`config.mk`:
```
export PLATFORM = sky130hd
export DESIGN_NAME = seq_adder_nbit
export DESIGN_NICKNAME = d
export VERILOG_FILES = /design/src/rtl/seq_adder_nbit.sv
export SDC_FILE = /design/constraint.sdc
export NUM_CORES = 1
export LEC_CHECK = 0
export CORE_MARGIN = 3
export CORE_UTILIZATION = 40
export DETAILED_ROUTE_END_ITERATION = 10
export PLACE_DENSITY = 0.65
export SYNTH_ARGS = -nofsm -noshare
export SYNTH_HDL_FRONTEND = slang
export SYNTH_SLANG_ARGS = --single-unit
```
`constraint.sdc`:
```
create_clock -name clk -period 3.7 [get_ports clk]
set_input_delay 0.37 -clock clk [delete_from_list [all_inputs] [get_ports clk]]
set_output_delay 0.37 -clock clk [all_outputs]
set_load 0.05 [all_outputs]
```
`src/rtl/seq_adder_nbit.sv`:
```
// seq_adder_nbit: multi-cycle ripple adder/subtractor, CHUNK bits per clock.
//
// Ports:
//   clk, rst        rising-edge clock, synchronous active-high reset
//   start           operation request, accepted only while idle
//   sub             0: a + b + cin, 1: a - b - cin (cin is borrow-in)
//   a, b, cin       operands, captured when start is accepted
//   busy            high while chunks are being added
//   done            one-cycle pulse, result outputs valid
//   sum             result, updated only when an operation completes
//   cout            carry out of MSB (subtract: 1 means no borrow)
//   overflow        signed two's-complement overflow of the completed op
module seq_adder_nbit #(
    parameter int unsigned WIDTH = 32,
    parameter int unsigned CHUNK = 8
) (
    input  logic             clk,
    input  logic             rst,
    input  logic             start,
    input  logic             sub,
    input  logic [WIDTH-1:0] a,
    input  logic [WIDTH-1:0] b,
    input  logic             cin,
    output logic             busy,
    output logic             done,
    output logic [WIDTH-1:0] sum,
    output logic             cout,
    output logic             overflow
);

    localparam int unsigned N     = WIDTH / CHUNK;
    localparam int unsigned IDX_W = (N > 1) ? $clog2(N) : 1;
    localparam logic [IDX_W-1:0] LAST_IDX = IDX_W'(N - 1);

    generate
        if ((WIDTH % CHUNK) != 0) begin : g_bad_chunk
            $error("seq_adder_nbit: WIDTH must be a multiple of CHUNK");
        end
    endgenerate

    typedef enum logic [1:0] {
        S_IDLE = 2'd0,
        S_RUN  = 2'd1,
        S_DONE = 2'd2
    } state_t;

    state_t           state_q, state_d;
    logic [WIDTH-1:0] a_q, a_d;
    logic [WIDTH-1:0] b_q, b_d;     // already inverted for subtract
    logic             carry_q, carry_d;
    logic [IDX_W-1:0] idx_q, idx_d;
    logic [WIDTH-1:0] acc_q, acc_d;
    logic [WIDTH-1:0] sum_q, sum_d;
    logic             cout_q, cout_d;
    logic             ovf_q, ovf_d;

    int unsigned      base;
    logic [CHUNK-1:0] a_chunk;
    logic [CHUNK-1:0] b_chunk;
    logic [CHUNK:0]   chunk_res;
    logic             msb_cin;

    // Next-state, chunk adder and result capture
    always_comb begin
        state_d = state_q;
        a_d     = a_q;
        b_d     = b_q;
        carry_d = carry_q;
        idx_d   = idx_q;
        acc_d   = acc_q;
        sum_d   = sum_q;
        cout_d  = cout_q;
        ovf_d   = ovf_q;

        base      = 32'(idx_q) * CHUNK;
        a_chunk   = a_q[base +: CHUNK];
        b_chunk   = b_q[base +: CHUNK];
        chunk_res = (CHUNK+1)'(a_chunk) + (CHUNK+1)'(b_chunk) + (CHUNK+1)'(carry_q);
        // Carry into the MSB recovered from the MSB's own sum bit
        msb_cin   = a_chunk[CHUNK-1] ^ b_chunk[CHUNK-1] ^ chunk_res[CHUNK-1];

        case (state_q)
            S_IDLE: begin
                if (start) begin
                    a_d     = a;
                    b_d     = sub ? ~b : b;
                    carry_d = sub ? ~cin : cin;
                    idx_d   = '0;
                    acc_d   = '0;
                    state_d = S_RUN;
                end
            end
            S_RUN: begin
                acc_d[base +: CHUNK] = chunk_res[CHUNK-1:0];
                carry_d = chunk_res[CHUNK];
                idx_d   = idx_q + 1'b1;
                if (idx_q == LAST_IDX) begin
                    sum_d   = acc_d;
                    cout_d  = chunk_res[CHUNK];
                    ovf_d   = msb_cin ^ chunk_res[CHUNK];
                    state_d = S_DONE;
                end
            end
            S_DONE: begin
                state_d = S_IDLE;
            end
            default: begin
                state_d = S_IDLE;
            end
        endcase
    end

    // State and datapath registers
    always_ff @(posedge clk) begin
        if (rst) begin
            state_q <= S_IDLE;
            a_q     <= '0;
            b_q     <= '0;
            carry_q <= 1'b0;
            idx_q   <= '0;
            acc_q   <= '0;
            sum_q   <= '0;
            cout_q  <= 1'b0;
            ovf_q   <= 1'b0;
        end else begin
            state_q <= state_d;
            a_q     <= a_d;
            b_q     <= b_d;
            carry_q <= carry_d;
            idx_q   <= idx_d;
            acc_q   <= acc_d;
            sum_q   <= sum_d;
            cout_q  <= cout_d;
            ovf_q   <= ovf_d;
        end
    end

    assign busy     = (state_q == S_RUN);
    assign done     = (state_q == S_DONE);
    assign sum      = sum_q;
    assign cout     = cout_q;
    assign overflow = ovf_q;

endmodule
```
### Yosys cells after proc, flatten, opt, wreduce, memory -nomap -nowiden

Cells that the tools add are included.

* register bits after elaboration: 135
* output and inout bits: 36
* logic and storage cells: 45

* add/sub/neg operators: 4
* equality and inequality tests: 5
* shift operators: 4
* muxes and demuxes: 12
* bitwise operators: 5
* reductions and logical operators: 6

Operators by type and width (count)
* 32-bit 2-to-1 mux: 2
* 32-bit one-hot mux with 2 select lines: 1
* 32-bit by 6-bit variable part select with 8-bit output: 2
* 5-bit negator with 34-bit output: 1
* 8-bit by 34-bit variable shift with 32-bit output (first input constant): 1
* 8-bit by 34-bit variable part select with 32-bit output: 1
* 32-bit bitwise mux: 1
* 32-bit inverter: 1
* 8-bit by 8-bit adder with 9-bit output: 1
* 9-bit by 1-bit adder with 9-bit output: 1
* 2-bit one-hot mux with 2 select lines: 2
* 2-bit AND reduction: 4
* 2-bit 2-to-1 mux: 3
* 2-bit equality test (second input constant): 2
* 1-bit bitwise XOR: 3
* 2-bit by 1-bit adder with 2-bit output (second input constant): 1
* 2-bit by 1-bit equality test with 1-bit output (second input constant): 1
* 2-bit logical NOT: 1
* 1-bit 2-to-1 mux: 2
* 2-bit by 1-bit != test with 1-bit output (second input constant): 1
* 2-bit != test (second input constant): 1
* 1-bit one-hot mux with 2 select lines: 1
* 2-bit nonzero test: 1
* 1-bit inverter: 1

### Depth between registers and ports, before layout

* word-level depth: 6
* mapped depth: 10
* mapped depth without buffers: 8

### Worst setup path before layout

No wires, ideal clock.

* kind: flip-flop to flip-flop
* from: register idx_q[0]
* to: register acc_q[30]
* setup time: 0.132 ns
* arrival: 3.085 ns
* data required time: 3.568 ns
* slack: 0.483 ns
* cell stages (with the launch flop): 10
* path buffers: 1
* period minus slack after synthesis: 3.217 ns
* cell sequence: dfxtp_1 buf_2 mux4_2 fa_1 fa_1 a211oi_1 o21ai_2 xor2_2 a221oi_1 nor3_1

* longest elaborated chain between the ends: 6
* elaborated cells on any way between the ends: 9
* classes of those cells: add/sub: 3; shift: 4; mux: 2

Ends and longest elaborated chain
* start: declaration: RTL line 51 `logic [IDX_W-1:0] idx_q, idx_d;`
* start signal: assignment: RTL line 130 `idx_q <= idx_d;`
* 32-bit by 6-bit variable part select with 8-bit output (on tied branches): RTL line 76, 77
* 8-bit by 8-bit adder with 9-bit output: RTL line 78 `chunk_res = (CHUNK+1)'(a_chunk) + (CHUNK+1)'(b_chunk) + (CHUNK+1)'(carry_q);`
* 9-bit by 1-bit adder with 9-bit output: RTL line 78
* 8-bit by 34-bit variable part select with 32-bit output: RTL line 94 `acc_d[base +: CHUNK] = chunk_res[CHUNK-1:0];`
* 32-bit bitwise mux *: RTL line 94
* 32-bit one-hot mux with 2 select lines *: RTL line 82 `case (state_q)`
* end signal: assignment: RTL line 121 `acc_q <= '0;`
* end signal: assignment: RTL line 131 `acc_q <= acc_d;`
* end: declaration: RTL line 52 `logic [WIDTH-1:0] acc_q, acc_d;`

Mark *: on every way between the ends. The rest lies on a longest branch, timed or not.
A chain may end at the register's enable or synchronous reset.

### Worst setup path in the final report

* from: register idx_q[0]
* to: register sum_q[14], in the netlist sum[14]

* longest elaborated chain between the ends: 5
* elaborated cells on any way between the ends: 10
* classes of those cells: add/sub: 3; eq/ne: 1; shift: 4; mux: 1; reduce/logical: 1

Ends and longest elaborated chain
* 32-bit by 6-bit variable part select with 8-bit output (on tied branches): RTL line 76, 77
* 8-bit by 8-bit adder with 9-bit output: RTL line 78
* 9-bit by 1-bit adder with 9-bit output: RTL line 78
* 8-bit by 34-bit variable part select with 32-bit output: RTL line 94
* 32-bit bitwise mux: RTL line 94
* end signal: assignment: RTL line 132 `sum_q <= sum_d;`
* end: declaration: RTL line 53 `logic [WIDTH-1:0] sum_q, sum_d;`

Parallel ways exist; a longest one is shown, timed or not.

==> results_dict.tcl <==
set metrics [dict create \
    avgViaCountPerCell 5.44 \
    synth.distinct_cells 38 \
    slowest_delay_ns 0.55 \
    n_antenna_cell 0 \
    slowest_stage "mux4_2" \
    highest_layer "met4" \
    fin_skew_ns 0.00762 \
    timing_worst_setup_path_type "flip-flop to flip-flop" \
    area_growth_pct 28.6 \
    critPathRequiredTime_ns 4.04 \
    dpl.hpwl_um 10800 \
    drtIter0Drc 391 \
    max_freq_ghz 0.314 \
    place_ws_ns 0.495 \
    htree_levels 4 \
    clockBufferDepth 2 \
    vias 5153 \
    syn-cell-area_sq_um 6070 \
    worst_slack_ns 0.519 \
    drv_cap 0 \
    arrival_ns 3.52 \
    period_share 0.860 \
    rows 44 \
    ys_seq_area_frac 0.445 \
    die_w_um 129 \
    synth_edf_count 0 \
    cts_tree "done" \
    grt_max_degree 98 \
    pwr-share-clk 0.438 \
    hp-start "rst" \
    pwr-share-comb 0.146 \
    grt-ovfl-total 0 \
    critPathLaunch "idx_q[0]" \
    holdBufCountCts 0 \
    leakagePower_nw 2.80 \
    final.min_clock_period_ns 3.18 \
    crit_chain "mux4_2 > fa_1 > fa_1 > a211oi_1 > o21ai_2 > xor2_2 > a221oi_1 > nor3_1" \
    cts_buffers 17 \
    crit_top_cell "fa_1" \
    cp-end-kind "flip-flop" \
    finalHoldViolCount 0 \
    synthFlopType "dfxtp_1" \
    grtUsageTotal 0.185 \
    io_buffers 104 \
    relSlewSlack 0.425 \
    start_util 0.413 \
    root_buffer "clkbuf_16" \
    status "complete, no violations" \
    wire_per_inst_um 15.9 \
    rsz0062_at_grt "no" \
    ctsResizeCount 0 \
    ios 105 \
    p_int_w 0.00278 \
    antenna_found_initial 0 \
    async_flop_share 0 \
    grt_first_pass_wirelength_um 24300 \
    finalWirelength_um 15100 \
    route.detailed.drc 0 \
    synth-seq-cells 135 \
    path_max_fanout 8 \
    clk_pin_slew_ns 0.06 \
    n_fill_cell 1387 \
    clk_latency_ns 0.42 \
    worst_setup_path_start_kind "flip-flop" \
    wl_met3_um 762 \
    drive_above_1_share 0.0931 \
    crit_family "adder cells" \
    min_path_type "primary input to flip-flop" \
    grt_pass1_vias 4981 \
    seq_power_share 0.416 \
    setup_tns_ns 0 \
    fp.dieArea_sq_um 16700 \
    gp_congestion 0.802 \
    worstReg2RegStart "idx_q[0]" \
    drt_first_pass_iters 5 \
    route.met2.wl_um 7160 \
    avgSynthCellArea_sq_um 9.06 \
    setup_viol 0 \
    vdd_drop_max_mv 0.321 \
    ant_nets 0 \
    syn_inst 670 \
    clkSinkCount 135 \
    power.switching_w 0.000952 \
    final_max_slew_viol_count 0 \
    core_area_sq_um 14700 \
    wl_met1_um 6870 \
    die_y_um 129 \
    power_density_nw_per_um2 478 \
    p_sw_frac 0.255 \
    syn-num-nets 754 \
    yosysWarnings 0 \
    critPathBufInv 0 \
    nets 836 \
    post_cts_buffers 0 \
    worst_pin_slew_ns 0.857 \
]
==> placed cells by master, fill, tap and decap left out, drive strengths merged, types with 7 or more instances in the layout <==
cell,count
nor3,21
inv,8
a211oi,56
ha,13
dfxtp,135
nand2,73
clkbuf,22
a31oi,13
o21ai,10
nor2,108
buf,15
clkdlybuf4s50,102
a22oi,19
nor2b,8
xnor2,36
a21oi,46
a32oi,7
a221oi,16
mux4,16
==> worst register-to-register path, delay by kind of cell (launching register included) <==
kind,cells,cell delay (ns)
XOR/XNOR,1,0.34
flip-flops,1,0.44
AO/OA/AOI/OAI,3,0.66
AND/OR/NAND/NOR,1,0.20
multiplexers,1,0.55
adder cells (fa/ha/maj),2,0.91
==> per-layer routing <==
| metal | vias up | GRT usage |
|---|---|---|
| li1 | 2551 | - |
| met1 | 2410 | 0.240 |
| met2 | 168 | 0.299 |
| met3 | 24 | 0.0429 |
| met4 | 0 | 0.0760 |
| met5 | - | 0 |
==> flip-flops by register name (all words and copies together), names as in the netlist <==
register	cells
sum	32
a_q	32
carry_q	1
acc_q	32
idx_q	2
cout	1
state_q	2
overflow	1
b_q	32
==> Yosys cell counts, types with 12 or more instances <==
cell / count / share of area
a211oi_1: 56 / 0.069
a21oi_1: 45 / 0.037
a221oi_1: 16 / 0.023
a22oi_1: 19 / 0.023
a31oi_1: 12 / 0.012
buf_2: 17 / 0.014
clkbuf_1: 33 / 0.020
dfxtp_1: 135 / 0.45
ha_1: 13 / 0.027
mux4_2: 16 / 0.059
nand2_1: 73 / 0.045
nor2_1: 108 / 0.067
nor3_1: 21 / 0.017
xnor2_1: 36 / 0.052
==> cell type report <==
cell class              count  area [sq um]  area share
multi-input cells         473          3120       0.399
flip-flops and latches    135          2700       0.346
repair buffers            117          1160       0.148
clock buffers              22           474      0.0607
well taps                 184           230      0.0295
clock inverters             8          98.8      0.0127
inverters                   8          30.0     0.00385
==> path summary, 6_finish.rpt <==
check             depth (start not counted)    endpoint  slack [ns]
setup / recovery                          8     sum[14]        0.52
hold / removal                            2  state_q[0]        0.44
setup reg to reg                          8     sum[14]        0.52
hold reg to reg                           2     a_q[26]        0.45
==> power by group through the flow <==
stage / sequential (W) / clock [W] / combinational (W)
final: 0.00155 / 0.00163 / 0.000547
after floorplan: 0.00157 / 0 / 0.000355
after global placement: 0.00158 / 0 / 0.000533
after global routing: 0.00156 / 0.00172 / 0.000598
after detailed placement: 0.00158 / 0 / 0.000548
after CTS: 0.00155 / 0.00166 / 0.000549
==> cells by family after synthesis <==
group / Yosys count / share of synthesized area
DFF: 135 / 0.445
AOI/OAI and AO/OA: 178 / 0.204
and+or+nand+nor: 224 / 0.156
buffers and inverters: 62 / 0.0418
xor gates and xnor gates: 40 / 0.0602
adders and majority gates: 15 / 0.0334
muxes: 16 / 0.0594
==> per-stage QoR <==
step | instances | hold slack, ns | cell area [sq um] | power, W | util
final | 947 | 0.444 | 7810 | 0.00373 | 0.531
after global routing | 947 | 0.464 | 7810 | 0.00388 | 0.531
after CTS | 947 | 0.433 | 7810 | 0.00376 | 0.531
after detailed placement | 917 | 0.445 | 7230 | 0.00213 | 0.492
after global placement | 917 | 0.441 | 7230 | 0.00211 | 0.492
after floorplan | 670 | 0.433 | 6070 | 0.00193 | -
No activity file was read; power rests on OpenSTA's default activity.
